**src/rtl/alu_sched_pkg.sv**
```systemverilog
// Shared constants and types for the 3-bit ALU scheduler: op codes, FSM encoding,
// operand width and the latched request payload.
package alu_sched_pkg;

    localparam int unsigned OPW  = 3;
    localparam int unsigned CNTW = 8;

    typedef enum logic [2:0] {
        OP_ADD   = 3'd0,
        OP_SUB   = 3'd1,
        OP_MUL   = 3'd2,
        OP_DIV   = 3'd3,
        OP_SHL   = 3'd4,
        OP_SHR   = 3'd5,
        OP_RSVD6 = 3'd6,
        OP_RSVD7 = 3'd7
    } op_e;

    typedef enum logic [1:0] {
        ST_IDLE = 2'd0,
        ST_EXEC = 2'd1,
        ST_RESP = 2'd2
    } state_e;

    typedef struct packed {
        logic           id;
        op_e            op;
        logic [OPW-1:0] a;
        logic [OPW-1:0] b;
    } req_t;

    // Ops whose result must not come from the ALU.
    function automatic logic op_is_err(input op_e op, input logic [OPW-1:0] b);
        return (op == OP_RSVD6) || (op == OP_RSVD7) || ((op == OP_DIV) && (b == '0));
    endfunction

endpackage

```
**src/rtl/alu_sched_if.sv**
```systemverilog
// Request/response bundle between two requesters, the scheduler and its consumer.
interface alu_sched_if;
    import alu_sched_pkg::*;

    logic                req0_valid;
    logic                req0_ready;
    logic [OPW-1:0]      req0_a;
    logic [OPW-1:0]      req0_b;
    logic [OPW-1:0]      req0_op;
    logic                req1_valid;
    logic                req1_ready;
    logic [OPW-1:0]      req1_a;
    logic [OPW-1:0]      req1_b;
    logic [OPW-1:0]      req1_op;
    logic                rsp_valid;
    logic                rsp_ready;
    logic                rsp_id;
    logic [OPW-1:0]      rsp_result;
    logic                rsp_carry;
    logic                rsp_err;
    logic                busy;
    logic [CNTW-1:0]     ops_done;

    modport master (
        output req0_valid, req0_a, req0_b, req0_op,
        output req1_valid, req1_a, req1_b, req1_op,
        output rsp_ready,
        input  req0_ready, req1_ready,
        input  rsp_valid, rsp_id, rsp_result, rsp_carry, rsp_err, busy, ops_done
    );

    modport slave (
        input  req0_valid, req0_a, req0_b, req0_op,
        input  req1_valid, req1_a, req1_b, req1_op,
        input  rsp_ready,
        output req0_ready, req1_ready,
        output rsp_valid, rsp_id, rsp_result, rsp_carry, rsp_err, busy, ops_done
    );

endinterface

```
**src/rtl/alu_sched_alu.sv**
```systemverilog
// Shared 3-bit combinational ALU; carry reports bit 3 of the 4-bit sum and only for ADD.
module alu_sched_alu
    import alu_sched_pkg::*;
(
    input  logic [OPW-1:0] a,
    input  logic [OPW-1:0] b,
    input  op_e            op,
    output logic [OPW-1:0] result,
    output logic           carry
);

    logic [OPW:0] sum;

    always_comb begin
        sum    = {1'b0, a} + {1'b0, b};
        result = '0;
        carry  = 1'b0;
        case (op)
            OP_ADD: begin
                result = sum[OPW-1:0];
                carry  = sum[OPW];
            end
            OP_SUB:  result = a - b;
            OP_MUL:  result = OPW'(a * b);
            OP_DIV:  result = (b == '0) ? '0 : a / b;
            OP_SHL:  result = {a[OPW-2:0], 1'b0};
            OP_SHR:  result = {1'b0, a[OPW-1:1]};
            default: result = '0;
        endcase
    end

endmodule

```
**src/rtl/alu_sched_arb.sv**
```systemverilog
// Stateless two-way arbiter: round-robin against last_id or fixed priority to requester 0.
module alu_sched_arb #(
    parameter bit FAIR_RR = 1'b1
) (
    input  logic valid0,
    input  logic valid1,
    input  logic last_id,
    output logic grant_valid,
    output logic grant_id
);

    always_comb begin
        grant_valid = valid0 | valid1;
        grant_id    = 1'b0;
        if (valid0 && valid1) begin
            grant_id = FAIR_RR ? ~last_id : 1'b0;
        end else if (valid1) begin
            grant_id = 1'b1;
        end
    end

endmodule

```
**src/rtl/alu_scheduler.sv**
```systemverilog
// Schedules operations from two requesters onto one shared ALU: IDLE accepts, EXEC
// registers the ALU result, RESP holds the response until the consumer takes it.
module alu_scheduler
    import alu_sched_pkg::*;
#(
    parameter bit FAIR_RR = 1'b1
) (
    input  logic      clk,
    input  logic      reset,
    alu_sched_if.slave bus
);

    state_e          state;
    req_t            lat;
    logic            last_id;
    logic            rsp_id_q;
    logic [OPW-1:0]  rsp_result_q;
    logic            rsp_carry_q;
    logic            rsp_err_q;
    logic [CNTW-1:0] ops_done_q;

    logic            grant_valid;
    logic            grant_id;
    logic            idle_c;
    logic            ready0_c;
    logic            ready1_c;
    logic [OPW-1:0]  alu_result;
    logic            alu_carry;

    alu_sched_arb #(.FAIR_RR(FAIR_RR)) u_arb (
        .valid0      (bus.req0_valid),
        .valid1      (bus.req1_valid),
        .last_id     (last_id),
        .grant_valid (grant_valid),
        .grant_id    (grant_id)
    );

    alu_sched_alu u_alu (
        .a      (lat.a),
        .b      (lat.b),
        .op     (lat.op),
        .result (alu_result),
        .carry  (alu_carry)
    );

    // Grant is only offered while idle and never during a reset cycle.
    assign idle_c   = (state == ST_IDLE) && !reset;
    assign ready0_c = idle_c && grant_valid && !grant_id && bus.req0_valid;
    assign ready1_c = idle_c && grant_valid &&  grant_id && bus.req1_valid;

    assign bus.req0_ready = ready0_c;
    assign bus.req1_ready = ready1_c;
    assign bus.rsp_valid  = (state == ST_RESP);
    assign bus.busy       = (state != ST_IDLE);
    assign bus.rsp_id     = rsp_id_q;
    assign bus.rsp_result = rsp_result_q;
    assign bus.rsp_carry  = rsp_carry_q;
    assign bus.rsp_err    = rsp_err_q;
    assign bus.ops_done   = ops_done_q;

    always_ff @(posedge clk) begin
        if (reset) begin
            state        <= ST_IDLE;
            lat          <= '0;
            last_id      <= 1'b1;
            rsp_id_q     <= 1'b0;
            rsp_result_q <= '0;
            rsp_carry_q  <= 1'b0;
            rsp_err_q    <= 1'b0;
            ops_done_q   <= '0;
        end else begin
            case (state)
                ST_IDLE: begin
                    if (ready1_c) begin
                        lat     <= '{id: 1'b1, op: op_e'(bus.req1_op), a: bus.req1_a, b: bus.req1_b};
                        last_id <= 1'b1;
                        state   <= ST_EXEC;
                    end else if (ready0_c) begin
                        lat     <= '{id: 1'b0, op: op_e'(bus.req0_op), a: bus.req0_a, b: bus.req0_b};
                        last_id <= 1'b0;
                        state   <= ST_EXEC;
                    end
                end
                ST_EXEC: begin
                    rsp_id_q <= lat.id;
                    if (op_is_err(lat.op, lat.b)) begin
                        rsp_result_q <= '0;
                        rsp_carry_q  <= 1'b0;
                        rsp_err_q    <= 1'b1;
                    end else begin
                        rsp_result_q <= alu_result;
                        rsp_carry_q  <= alu_carry;
                        rsp_err_q    <= 1'b0;
                    end
                    state <= ST_RESP;
                end
                ST_RESP: begin
                    if (bus.rsp_ready) begin
                        ops_done_q <= ops_done_q + CNTW'(1);
                        state      <= ST_IDLE;
                    end
                end
                default: state <= ST_IDLE;
            endcase
        end
    end

endmodule

```
**src/flat_wrapper.sv**
```systemverilog
// flat-port wrapper written by rule: the top's interface ports become plain ports
module alu_scheduler_flat import alu_sched_pkg::*;
#(
    parameter bit FAIR_RR = 1'b1
)
  (clk, reset, bus_req0_valid, bus_req0_a, bus_req0_b, bus_req0_op, bus_req1_valid, bus_req1_a, bus_req1_b, bus_req1_op, bus_rsp_ready, bus_req0_ready, bus_req1_ready, bus_rsp_valid, bus_rsp_id, bus_rsp_result, bus_rsp_carry, bus_rsp_err, bus_busy, bus_ops_done);
  alu_sched_if bus_i ();
  input  logic clk;
  input  logic reset;
  input wire logic [$bits(bus_i.req0_valid)-1:0] bus_req0_valid;
  input wire logic [$bits(bus_i.req0_a)-1:0] bus_req0_a;
  input wire logic [$bits(bus_i.req0_b)-1:0] bus_req0_b;
  input wire logic [$bits(bus_i.req0_op)-1:0] bus_req0_op;
  input wire logic [$bits(bus_i.req1_valid)-1:0] bus_req1_valid;
  input wire logic [$bits(bus_i.req1_a)-1:0] bus_req1_a;
  input wire logic [$bits(bus_i.req1_b)-1:0] bus_req1_b;
  input wire logic [$bits(bus_i.req1_op)-1:0] bus_req1_op;
  input wire logic [$bits(bus_i.rsp_ready)-1:0] bus_rsp_ready;
  output wire logic [$bits(bus_i.req0_ready)-1:0] bus_req0_ready;
  output wire logic [$bits(bus_i.req1_ready)-1:0] bus_req1_ready;
  output wire logic [$bits(bus_i.rsp_valid)-1:0] bus_rsp_valid;
  output wire logic [$bits(bus_i.rsp_id)-1:0] bus_rsp_id;
  output wire logic [$bits(bus_i.rsp_result)-1:0] bus_rsp_result;
  output wire logic [$bits(bus_i.rsp_carry)-1:0] bus_rsp_carry;
  output wire logic [$bits(bus_i.rsp_err)-1:0] bus_rsp_err;
  output wire logic [$bits(bus_i.busy)-1:0] bus_busy;
  output wire logic [$bits(bus_i.ops_done)-1:0] bus_ops_done;
  assign bus_i.req0_valid = bus_req0_valid;
  assign bus_i.req0_a = bus_req0_a;
  assign bus_i.req0_b = bus_req0_b;
  assign bus_i.req0_op = bus_req0_op;
  assign bus_i.req1_valid = bus_req1_valid;
  assign bus_i.req1_a = bus_req1_a;
  assign bus_i.req1_b = bus_req1_b;
  assign bus_i.req1_op = bus_req1_op;
  assign bus_i.rsp_ready = bus_rsp_ready;
  assign bus_req0_ready = bus_i.req0_ready;
  assign bus_req1_ready = bus_i.req1_ready;
  assign bus_rsp_valid = bus_i.rsp_valid;
  assign bus_rsp_id = bus_i.rsp_id;
  assign bus_rsp_result = bus_i.rsp_result;
  assign bus_rsp_carry = bus_i.rsp_carry;
  assign bus_rsp_err = bus_i.rsp_err;
  assign bus_busy = bus_i.busy;
  assign bus_ops_done = bus_i.ops_done;
  alu_scheduler #(.FAIR_RR(FAIR_RR)) u_core (.clk(clk), .reset(reset), .bus(bus_i));
endmodule
```
**config.mk**
```make
export PLATFORM = sky130hd
export DESIGN_NAME = alu_scheduler_flat
export DESIGN_NICKNAME = d
export VERILOG_FILES = /design/src/rtl/alu_sched_pkg.sv /design/src/rtl/alu_sched_if.sv /design/src/rtl/alu_sched_alu.sv /design/src/rtl/alu_sched_arb.sv /design/src/rtl/alu_scheduler.sv /design/src/flat_wrapper.sv
export SDC_FILE = /design/constraint.sdc
export NUM_CORES = 1
export LEC_CHECK = 0
export ABC_CLOCK_PERIOD_IN_PS = 3700
export CAP_MARGIN = 25
export CORE_ASPECT_RATIO = 0.5
export CORE_UTILIZATION = 27
export CTS_CLUSTER_SIZE = 14
export DETAILED_ROUTE_END_ITERATION = 10
export SETUP_SLACK_MARGIN = 0.1
export SYNTH_ARGS = -nofsm -noshare
export SYNTH_HDL_FRONTEND = slang
export SYNTH_SLANG_ARGS = --single-unit
export TNS_END_PERCENT = 30
```
**constraint.sdc**
```tcl
create_clock -name clk -period 3.7 [get_ports clk]
set_input_delay 0.74 -clock clk [delete_from_list [all_inputs] [get_ports clk]]
set_output_delay 0.74 -clock clk [all_outputs]
set_load 0.02 [all_outputs]
```
## Yosys cells after proc, flatten, opt, wreduce, memory -nomap -nowiden

Index checks and enable logic that the tools add are counted.

| operators by class | value |
|---|---|
| reductions and logical operators | 20 |
| shifts and indexed selects | 0 |
| $lt $le $gt $ge | 0 |
| divide/modulo/power cells | 1 |
| eq/ne operators | 11 |
| $add $sub $neg | 3 |
| muxes and demuxes | 16 |
| multiply operators | 1 |
| bitwise operators | 2 |

Operator list:

| kind | number |
|---|---|
| two-way mux 10 bit | 2 |
| case mux 3 bit (6 select lines) | 1 |
| == test 3 bit (second input constant) | 4 |
| adder 8 x 1 -> 8 bit (second input constant) | 1 |
| logical AND 1 bit | 8 |
| two-way mux 1 bit | 7 |
| == test 3 x 2 -> 1 bit (second input constant) | 2 |
| logical NOT 3 bit | 2 |
| two-way mux 2 bit | 3 |
| two-way mux 3 bit | 2 |
| case mux 2 bit (3 select lines) | 1 |
| AND reduction 2 bit | 3 |
| adder 3 x 3 -> 4 bit | 1 |
| nonzero test 2 bit | 2 |
| divider 3 x 3 -> 3 bit | 1 |
| == test 3 x 1 -> 1 bit (second input constant) | 1 |
| multiplier 3 x 3 -> 3 bit | 1 |
| != test 3 bit (second input constant) | 1 |
| subtractor 3 bit | 1 |
| == test 2 x 1 -> 1 bit (second input constant) | 1 |
| == test 2 bit (second input constant) | 1 |
| logical NOT 1 bit | 2 |
| logical NOT 2 bit | 1 |
| logical OR 1 bit | 2 |
| other kinds (3) | 3 |

| storage, ports and cells | value |
|---|---|
| word-level logic and storage cells | 65 |
| latch bits | 0 |
| RAM bits | 0 |
| memories | 0 |
| input bits | 23 |
| register bits after elaboration | 27 |
| memory bits (read-only) | 0 |

## Depth between registers and ports, before layout

Gate-level depths: netlist of run 1.

| depth | value |
|---|---|
| depth in word-level cells | 8 |
| mapped depth | 14 |
| depth with buffers taken out | 14 |

## Cells and area by module

A second synthesis of run 1 with hierarchy kept.

| unflattened totals | value |
|---|---|
| cell total of the unflattened synthesis | 212 |
| area total of the unflattened synthesis | 1849.3 µm² |

By module, submodules not included:

| module | area an instance (µm²) | times used | sequential area each (µm²) | cells an instance |
|---|---|---|---|---|
| alu_scheduler | 1293.7 | 1 | 540.5 | 144 |
| alu_sched_alu | 541.8 | 1 | 0.0 | 66 |
| alu_sched_arb | 13.8 | 1 | 0.0 | 2 |

## Worst setup path after synthesis of run 1

No wires, ideal clock.

| timing | value |
|---|---|
| kind | register -> register |
| start | register u_core.lat[0] in the netlist's numbering |
| end | register u_core.rsp_result_q[0], in the netlist u_core.bus.rsp_result[0] |
| path buffers | 0 |
| path slack | 1.017 ns |
| stages on the path, launching flop included | 13 |
| period minus slack after synthesis | 2.683 ns |
| required time | 3.605 ns |
| data arrival time | 2.588 ns |
| cells stage by stage | dfxtp_1 > inv_1 > ha_1 > a21oi_1 > a21oi_1 > ha_1 > a21boi_0 > o21a_1 > mux2_2 > ha_1 > a21boi_0 > o21ai_0 > a221oi_1 |

| on the way | value |
|---|---|
| cells in the longest elaborated chain, start to end | 4 |
| elaborated cells between the ends (all ways) | 10 |
| those cells by class | add/sub: 2; mul: 1; div: 1; mux: 3; reduce/logical: 3 |

RTL lines:

| item | line | text |
|---|---|---|
| from (decl) | alu_scheduler.sv:14 | `req_t lat;` |
| from (signal assigned) | alu_scheduler.sv:75 | `lat <= '{id: 1'b1, op: op_e'(bus.req1_op), a: bus.req1_a, b: bus.req1_b};` |
| from (signal assigned) | alu_scheduler.sv:79 | `lat <= '{id: 1'b0, op: op_e'(bus.req0_op), a: bus.req0_a, b: bus.req0_b};` |
| divider 3 x 3 -> 3 bit / logical NOT 3 bit (equally long branches) | alu_sched_alu.sv:25, alu_sched_pkg.sv:34 |  |
| two-way mux 3 bit / logical AND 1 bit (equally long branches) | alu_sched_alu.sv:25, alu_sched_pkg.sv:34 |  |
| case mux 3 bit (6 select lines) / logical OR 1 bit (equally long branches) | alu_sched_alu.sv:18, alu_sched_pkg.sv:34 |  |
| two-way mux 3 bit (*) | alu_scheduler.sv:86 | `if (op_is_err(lat.op, lat.b)) begin` |
| to (signal assigned) | alu_scheduler.sv:91 | `rsp_result_q <= alu_result;` |
| to (decl) | alu_scheduler.sv:17 | `logic [OPW-1:0] rsp_result_q;` |

Mark *: on every way between the ends. The rest lies on a longest branch, timed or not.
A chain may end at the register's enable or synchronous reset.

## Final worst setup path of run 1

| timing | value |
|---|---|
| start | input reset |
| end | output bus_req1_ready |

| on the way | value |
|---|---|
| cells in the longest elaborated chain, start to end | 5 |

RTL lines:

| item | line | text |
|---|---|---|
| from (decl) | flat_wrapper.sv:9 | `input logic reset;` |
| logical NOT 1 bit | alu_scheduler.sv:47 | `assign idle_c = (state == ST_IDLE) && !reset;` |
| logical AND 1 bit | alu_scheduler.sv:47 |  |
| logical AND 1 bit (3 in a row) | alu_scheduler.sv:49 | `assign ready1_c = idle_c && grant_valid && grant_id && bus.req1_valid;` |
| to (decl) | flat_wrapper.sv:20 | `output wire logic [$bits(bus_i.req1_ready)-1:0] bus_req1_ready;` |

No other way between the ends.

==> impl_metrics.ini, run 1 <==
[pwr]
power_mw = 0.791
ir_drop_uv = 163
power.leakage_nw = 0.855
power.density_nw_per_um2 = 359

[floorplan]
dieArea_um2 = 6520
ios = 41
start_util_pct = 29.3
core_um2 = 5710
die_x_um = 113
rows = 19
die-height_um = 57.6

[detailed_routing]
routed_wirelength_mm = 3.91
via_per_inst = 4.80
num_vias = 1478
first_pass_iters = 4
drt-initial-drc-count = 32
wl_per_cell_um = 12.7
drc_errors = 0
ant_nets = 0

[yosys]
ys_ff_latch = 27
synth-edff-count = 0
synth_cell_type_count = 43
syn_avg_cell_area_um2 = 8.35
syn-num-nets = 239
yosysSeqAreaShare_pct = 32.4
ys.flop_type = dfxtp_1
synth_cells = 200
ys_warn_count = 0
synth_area_um2 = 1670
async_flop_share_pct = 0

[placed_design]
placed_cell_area_um2 = 2120
gp_congestion = 0.800
dp.cells = 304
port_buffers = 40
pre_cts_ws_ps = 529
hpwl_mm = 3.07

[clock_tree]
cts_max_level = 1
post_cts_buffers = 0
cts_max_path_buffers = 2
cts-buffers-inserted = 3
holdBufCountCts = 0
cts_tree = built
clkLatencyLatePin_ps = 260
clk_pin_slew_ps = 60
cts_resized = 0
clock_sink_count = 27
clockRootBuffer = clkbuf_16

[cells_and_area]
register_area_um2 = 541
n_antenna_cell = 0
nets = 275
stdcell_count = 308
syn_to_final_growth_pct = 31.8
multiInputGateArea_um2 = 1030
stdcell_area_um2 = 2200
nFillCells = 584
fin_util_pct = 38.6
layout-drive-gt1-share_pct = 5.53

[sta]
slew_headroom_pct = 58.9
hold_violations = 0
worst_hold_slack_ps = 455
setup_slack_ps = 513
finalCriticalPeriod_ps = 3190
max_slew.worst_pin.slew_ps = 617
grt_setup_unrepaired = false
layout_worst_path_cycle_share_pct = 86.1
setup_viol = 0
skew_ps = 2.03
finalMaxSlewViolations = 0
setup_tns_ps = 0
clock.fmax_ghz = 0.314

[run_status]
status = completed

[min_path]
hp-class = reg2reg

[setup_path]
path_cells = clkdlybuf4s50_1 -> nor3_1 -> nand3_1 -> inv_2 -> clkdlybuf4s50_1
cp_num_buf_inv = 3
crit_path_max_fanout = 10
worst-endpoint-required_ps = 2960
crit_top_cell = clkdlybuf4s50_1
crit_slowest_cell = clkdlybuf4s50_1
critPathArrivalTime_ps = 2450
crit_type = in2out
slowest_delay_ps = 630
cp_top_family = buffers and inverters
crit_path_end_kind = output pin
startpoint_type = primary input

[grt]
overflow = 0
grt_pass1_vias = 1497
grt_max_degree = 27
grt_pass1_wl_mm = 6.51
grt_usage_pct = 12.6
grt_antenna_before_repair = 0

[flow_run]
cap_violations = 0
-- synthesized netlist by cell type (3+ instances only) --
cell	n	area, um2
clkbuf_1	4	15.0
dfxtp_1	27	541
mux2i_1	3	30.0
nand3_1	3	15.0
nand2b_1	4	25.0
a221oi_1	3	26.3
a311oi_1	9	78.8
o21a_1	3	22.5
nor2_1	24	90.1
xnor2_1	5	43.8
inv_1	10	37.5
nand4_1	3	18.8
a21oi_1	10	50.1
o21ai_0	3	15.0
buf_2	5	25.0
xor2_1	6	52.6
ha_1	14	175
nand2_1	31	116
-- cell families after synthesis --
family                     synth area share [%]
buffers and inverters                      6.14
muxes                                      3.15
adders and majority gates                  12.9
xor gates and xnor gates                   7.12
DFF                                        32.4
AOI/OAI and AO/OA                          16.6
and+or+nand+nor                            21.8
-- where the power goes --
group,switching (mW),leakage [nW],total [mW],internal [mW]
Clock,0.0961,0.0409,0.242,0.146
Sequential,0.0283,0.220,0.337,0.308
Combinational,0.106,0.594,0.212,0.106
-- worst register-to-register path: cells and delay by family, from the launching register on --
kind                     cells  cell delay, ps
AO/OA/AOI/OAI                6            1160
adder cells (fa/ha/maj)      3             910
flip-flops                   1             480
multiplexers                 1             290
buffers and inverters        1             140
-- metal layers --
metal / share of wire [%] / wire (um) / global-route usage, % / vias up
met1: 45 / 1760 / 14.3 / 696
met2: 51 / 2000 / 23.8 / 17
met4: 1.4 / 54 / 4.70 / 0
li1: - / - / - / 761
met5: 0 / 0 / 0 / -
met3: 2.4 / 92 / 2.41 / 4
-- layout by cell type, fill, tap and decap left out, types with 3 or more instances in the layout --
cell              n
o21a_1            3
ha_1             14
nand3_1           3
nand4_1           3
dfxtp_1          27
inv_1            10
clkdlybuf4s50_1  40
nand2b_1          4
a311oi_1          9
nor2_1           24
mux2i_1           3
a21oi_1          10
clkbuf_16         3
a221oi_1          3
xor2_1            6
nand2_1          31
xnor2_1           5
o21ai_0           3
-- final timing paths --
path,startpoint,to,slack [ps],cells after the start
worst max-delay path,reset,bus_req1_ready,510,5
worst min-delay path,u_core.bus.rsp_carry$_SDFFE_PP0N_,u_core.bus.rsp_carry$_SDFFE_PP0N_,460,2
worst max register to register,u_core.lat[0]$_SDFFE_PP0P_,u_core.bus.rsp_result[0]$_SDFFE_PP0N_,640,11
worst min register to register,u_core.bus.rsp_carry$_SDFFE_PP0N_,u_core.bus.rsp_carry$_SDFFE_PP0N_,460,2
-- registers in the layout, indices dropped and copies added, names as in the netlist --
register / count
u_core.last_id: 1
u_core.bus.rsp_id: 1
u_core.bus.rsp_carry: 1
u_core.lat: 10
u_core.state: 2
u_core.bus.ops_done: 8
u_core.bus.rsp_err: 1
u_core.bus.rsp_result: 3
-- final cells by class --
cell class	instances	share of cell area (%)
Clock inverter	1	0.227
Sequential cell	27	24.5
Inverter	12	2.16
Clock buffer	3	3.41
Tap cell	73	4.15
Multi-Input combinational cell	150	46.6
Timing Repair Buffer	42	18.9
(Power assumes the default switching activity.)
==> run 2, diff against run 1 <==
--- a/config.mk
+++ b/config.mk
@@ -8,6 +8,7 @@
 export ABC_CLOCK_PERIOD_IN_PS = 3700
 export CAP_MARGIN = 25
 export CORE_ASPECT_RATIO = 0.5
+export CORE_MARGIN = 3
 export CORE_UTILIZATION = 27
 export CTS_CLUSTER_SIZE = 14
 export DETAILED_ROUTE_END_ITERATION = 10
==> run 2 against run 1 <==
Effect of this change: register-to-register slack is essentially flat; setup slack better by 79 ps; cell count increased by 3.6%; flip-flop and latch count unchanged; maximum frequency up 2.5%; routed wire length decreased by 0.31%; global-route usage decreased by 1.0 points; hold slack better by 3.3 ps.
==> impl_metrics.ini, run 2 (same netlist as run 1, synthesis figures left out) <==
[setup_path]
crit_path_end_kind = output pin
r2r_end = u_core.bus.rsp_result[0]$_SDFFE_PP0N_
cp_num_buf_inv = 3
rrSetupSlack_ps = 630
startpoint_type = primary input
slowest_delay_ps = 630
critPathArrivalTime_ps = 2370
cp_top_family = buffers and inverters
crit_top_cell = clkdlybuf4s50_1
crit_path_max_fanout = 10
crit_path_start = reset
path_cells = clkdlybuf4s50_1 -> nor3_1 -> nand3_1 -> inv_2 -> clkdlybuf4s50_1
r2r_start = u_core.lat[0]$_SDFFE_PP0P_
worst-endpoint-required_ps = 2960
reg2regPathDepth = 12
crit_slowest_cell = clkdlybuf4s50_1
crit_type = in2out

[grt]
grt_antenna_before_repair = 0
overflow = 0
grt_pass1_wl_mm = 6.66
grt_max_degree = 27
grt_usage_pct = 11.6
grt_pass1_vias = 1491

[min_path]
whs_endpoint = u_core.bus.rsp_carry$_SDFFE_PP0N_
hp-class = reg2reg
holdPathStages = 2
min_from = u_core.bus.rsp_carry$_SDFFE_PP0N_

[cells_and_area]
layout_common_cells = clkdlybuf4s50_1, nand2_1, dfxtp_1, nor2_1, ha_1
nets = 275
top_register = u_core.lat
nFillCells = 600
layout-drive-gt1-share_pct = 5.11
syn_to_final_growth_pct = 32.6
largest_register_ffs = 10
n_antenna_cell = 0
layout_commonest_cell = clkdlybuf4s50_1

[floorplan]
dieArea_um2 = 7220
core_um2 = 5730
die_x_um = 117
die-height_um = 61.6
rows = 19
ios = 41
start_util_pct = 29.2

[placed_design]
hpwl_mm = 3.09
gp_congestion = 0.870
pre_cts_ws_ps = 588
port_buffers = 40

[detailed_routing]
wl_per_cell_um = 12.2
via_per_inst = 4.69
drt-initial-drc-count = 68
first_pass_iters = 4
ant_nets = 0
drc_errors = 0
num_vias = 1496
routed_wirelength_mm = 3.89

[clock_tree]
cts_tree = built
cts-buffers-inserted = 3
cts_max_path_buffers = 2
cts_resized = 0
clk_pin_slew_ps = 60
post_cts_buffers = 0
cts_max_level = 1
holdBufCountCts = 0
clockRootBuffer = clkbuf_16
clock_sink_count = 27
clkLatencyLatePin_ps = 260

[sta]
skew_ps = 1.51
grt_setup_unrepaired = false
finalMaxSlewViolations = 0
max_slew.worst_pin.slew_ps = 600
slew_headroom_pct = 60.0
hold_violations = 0
finalCriticalPeriod_ps = 3110
layout_worst_path_cycle_share_pct = 84.0
clock.fmax_ghz = 0.322
setup_tns_ps = 0
setup_slack_ps = 592
setup_viol = 0

[flow_run]
cap_violations = 0

[pwr]
ir_drop_uv = 262
power.leakage_nw = 0.852
power.density_nw_per_um2 = 356
power_mw = 0.789

[run_status]
status = completed
## run 2: cell types whose count changed in the layout (fill, tap and decap cells not counted), sizes merged
cell and change:
clkbuf +1, clkinv -1
## run 2: worst max-delay path by stage
stage	endpoint	slack [ps]	cells past startpoint
after floorplan	u_core.bus.rsp_result[0]$_SDFFE_PP0N_	1020	12
after global placement	bus_req1_ready	590	5
after detailed placement	bus_req1_ready	590	5
after CTS	bus_req1_ready	580	5
after global routing	u_core.bus.rsp_result[0]$_SDFFE_PP0N_	300	12
final	bus_req1_ready	590	5
## run 2: worst min-delay path, cell delays in order (launching register included)
cell	delay, ps
dfxtp_1	310
nand2_1	50
a21oi_1	50
## run 2: through the flow
stage                     cell area, um2  utilization (%)  hold WS (ps)  std cells
after detailed placement            2140             37.3           457        315
after global routing                2210             38.7           502        319
after floorplan                     1670                -           449        200
final                               2210             38.7           459        319
after CTS                           2210             38.7           467        319
after global placement              2140             37.3           446        315
## run 2: per-layer routing
metal  global-route usage [%]  share of wire [%]
met4                     1.63               0.54
met1                     14.8                 47
met2                     21.0                 50
met5                        0                  0
met3                     2.36                2.3
## run 2: cell type report
class / instances / area, um2 / area share (%)
Inverter: 12 / 47.5 / 2.15
Timing Repair Buffer: 42 / 415 / 18.8
Multi-Input combinational cell: 150 / 1030 / 46.4
Tap cell: 84 / 105 / 4.75
Sequential cell: 27 / 541 / 24.4
Clock buffer: 4 / 78.8 / 3.56
## run 2: power by group
| part | total [mW] | leakage, nW | internal [mW] | switching [mW] |
|---|---|---|---|---|
| Clock | 0.241 | 0.0382 | 0.147 | 0.0942 |
| Sequential | 0.336 | 0.220 | 0.308 | 0.0279 |
| Combinational | 0.211 | 0.594 | 0.106 | 0.105 |
==> run 3, diff against run 2 <==
--- a/config.mk
+++ b/config.mk
@@ -5,7 +5,7 @@
 export SDC_FILE = /design/constraint.sdc
 export NUM_CORES = 1
 export LEC_CHECK = 0
-export ABC_CLOCK_PERIOD_IN_PS = 3700
+export ABC_CLOCK_PERIOD_IN_PS = 3200
 export CAP_MARGIN = 25
 export CORE_ASPECT_RATIO = 0.5
 export CORE_MARGIN = 3
==> constraint.sdc (replaced) <==
create_clock -name clk -period 3.2 [get_ports clk]
set_input_delay 0.64 -clock clk [delete_from_list [all_inputs] [get_ports clk]]
set_output_delay 0.64 -clock clk [all_outputs]
set_load 0.02 [all_outputs]
==> run 3 against run 2 <==
Effect of this change: critical path type unchanged; hold slack got worse by 5.0 ps; total power increased by 16%; cell count increased by 0.31%; sequential share of layout area decreased by 0.14 points; die area unchanged; non-clock buffer count increased by 1; largest power group unchanged.
==> impl_metrics.ini, run 3 (same netlist as run 1, synthesis figures left out) <==
[floorplan]
ios = 41
start_util_pct = 29.2
die_x_um = 117
rows = 19
die-height_um = 61.6
core_um2 = 5730
dieArea_um2 = 7220

[cells_and_area]
nets = 276
top_register = u_core.lat
syn_to_final_growth_pct = 33.6
n_antenna_cell = 0
nFillCells = 603
fin_util_pct = 39.0
layout_commonest_cell = clkdlybuf4s50_1
largest_register_ffs = 10
layout_common_cells = clkdlybuf4s50_1, nand2_1, dfxtp_1, nor2_1, ha_1
layout-drive-gt1-share_pct = 7.20
stdcell_area_um2 = 2230

[grt]
grt_pass1_vias = 1429
grtUsageMet3_pct = 2.06
grt_max_degree = 27
grt_usage_pct = 11.4
busiest_layer = met2
gr-usage-met2_pct = 19.5
grt_antenna_before_repair = 0
grt_pass1_wl_mm = 6.63
overflow = 0
grt_use_met1_pct = 15.4

[clock_tree]
cts_max_path_buffers = 2
clock_sink_count = 27
holdBufCountCts = 0
clk_pin_slew_ps = 60
cts-buffers-inserted = 3
cts_max_level = 1
cts_tree = built
clockRootBuffer = clkbuf_16
clkLatencyLatePin_ps = 260

[min_path]
min_from = u_core.bus.rsp_carry$_SDFFE_PP0N_
holdPathStages = 2
hp-class = reg2reg

[setup_path]
startpoint_type = primary input
critPathArrivalTime_ps = 2170
crit_path_end_kind = output pin
crit_type = in2out
reg2regPathDepth = 12
r2r_start = u_core.lat[0]$_SDFFE_PP0P_
crit_path_max_fanout = 3
worst-endpoint-required_ps = 2560
crit_path_start = reset

[flow_run]
cap_violations = 0

[sta]
hold_violations = 0
finalMaxSlewViolations = 0
slew_headroom_pct = 59.0
setup_viol = 0
max_slew.worst_pin.slew_ps = 615
clock.fmax_ghz = 0.356
skew_ps = 1.61
grt_setup_unrepaired = false
setup_tns_ps = 0
layout_worst_path_cycle_share_pct = 87.9
finalCriticalPeriod_ps = 2810

[detailed_routing]
drc_errors = 0
wl_per_cell_um = 12.2
via_per_inst = 4.69
ant_nets = 0
drt-initial-drc-count = 49
first_pass_iters = 4
routed_wirelength_mm = 3.89
num_vias = 1502

[run_status]
status = completed

[pwr]
power.density_nw_per_um2 = 412
power_mw = 0.919
ir_drop_uv = 218
power.leakage_nw = 0.861

[placed_design]
placed_cell_area_um2 = 2140
gp_congestion = 0.877
hpwl_mm = 3.07
port_buffers = 40
-- run 3: cell types whose count changed in the layout (fill, tap and decap cells not counted), sizes merged --
cell and delta:
buf +1, clkinv +1, clkbuf -1
-- run 3: layout make-up --
type / count / area (um2) / share of cell area [%]
Sequential cell: 27 / 542 / 24.3
Multi-Input combinational cell: 150 / 1030 / 46.4
Timing Repair Buffer: 43 / 423 / 18.9
Clock inverter: 1 / 5.00 / 0.224
Tap cell: 84 / 105 / 4.71
Clock buffer: 3 / 75.1 / 3.36
Inverter: 12 / 47.5 / 2.13
-- run 3: power by group --
part / total [mW] / switching (mW) / internal [mW]
combinational: 0.250 / 0.125 / 0.125
clock: 0.280 / 0.112 / 0.168
sequential: 0.389 / 0.0316 / 0.357
total: 0.919 / 0.269 / 0.650
-- run 3: per-layer routing --
layer | wire length, um | part of all wire, %
met4 | 26 | 0.67
met2 | 1900 | 49
met5 | 0 | 0
met1 | 1910 | 49
met3 | 58 | 1.5
-- run 3: final timing paths --
kind                                                               to  slack [ps]
worst max-delay path                                   bus_req1_ready         390
worst min-delay path                u_core.bus.rsp_carry$_SDFFE_PP0N_         450
worst max register to register  u_core.bus.rsp_result[0]$_SDFFE_PP0N_         390
worst min register to register      u_core.bus.rsp_carry$_SDFFE_PP0N_         450
-- run 3: stage by stage --
step                      instances  setup WS [ps]  hold WS [ps]
after detailed placement        316            180           448
after CTS                       320            179           458
after global placement          316            387           443
after global routing            320            121           475
after floorplan                 200            517           449
final                           320            389           454
-- run 3: what timing repair did --
item                                    4_1_cts  5_1_grt
resized for setup                             0        3
endpoints found under the setup margin        0        1
setup buffers                                 0        0
-- run 3: critical path: stages --
cell,delay (ps)
clkdlybuf4s50_1,430
nor3_1,250
nand3_1,160
inv_2,90
clkdlybuf4s50_1,600
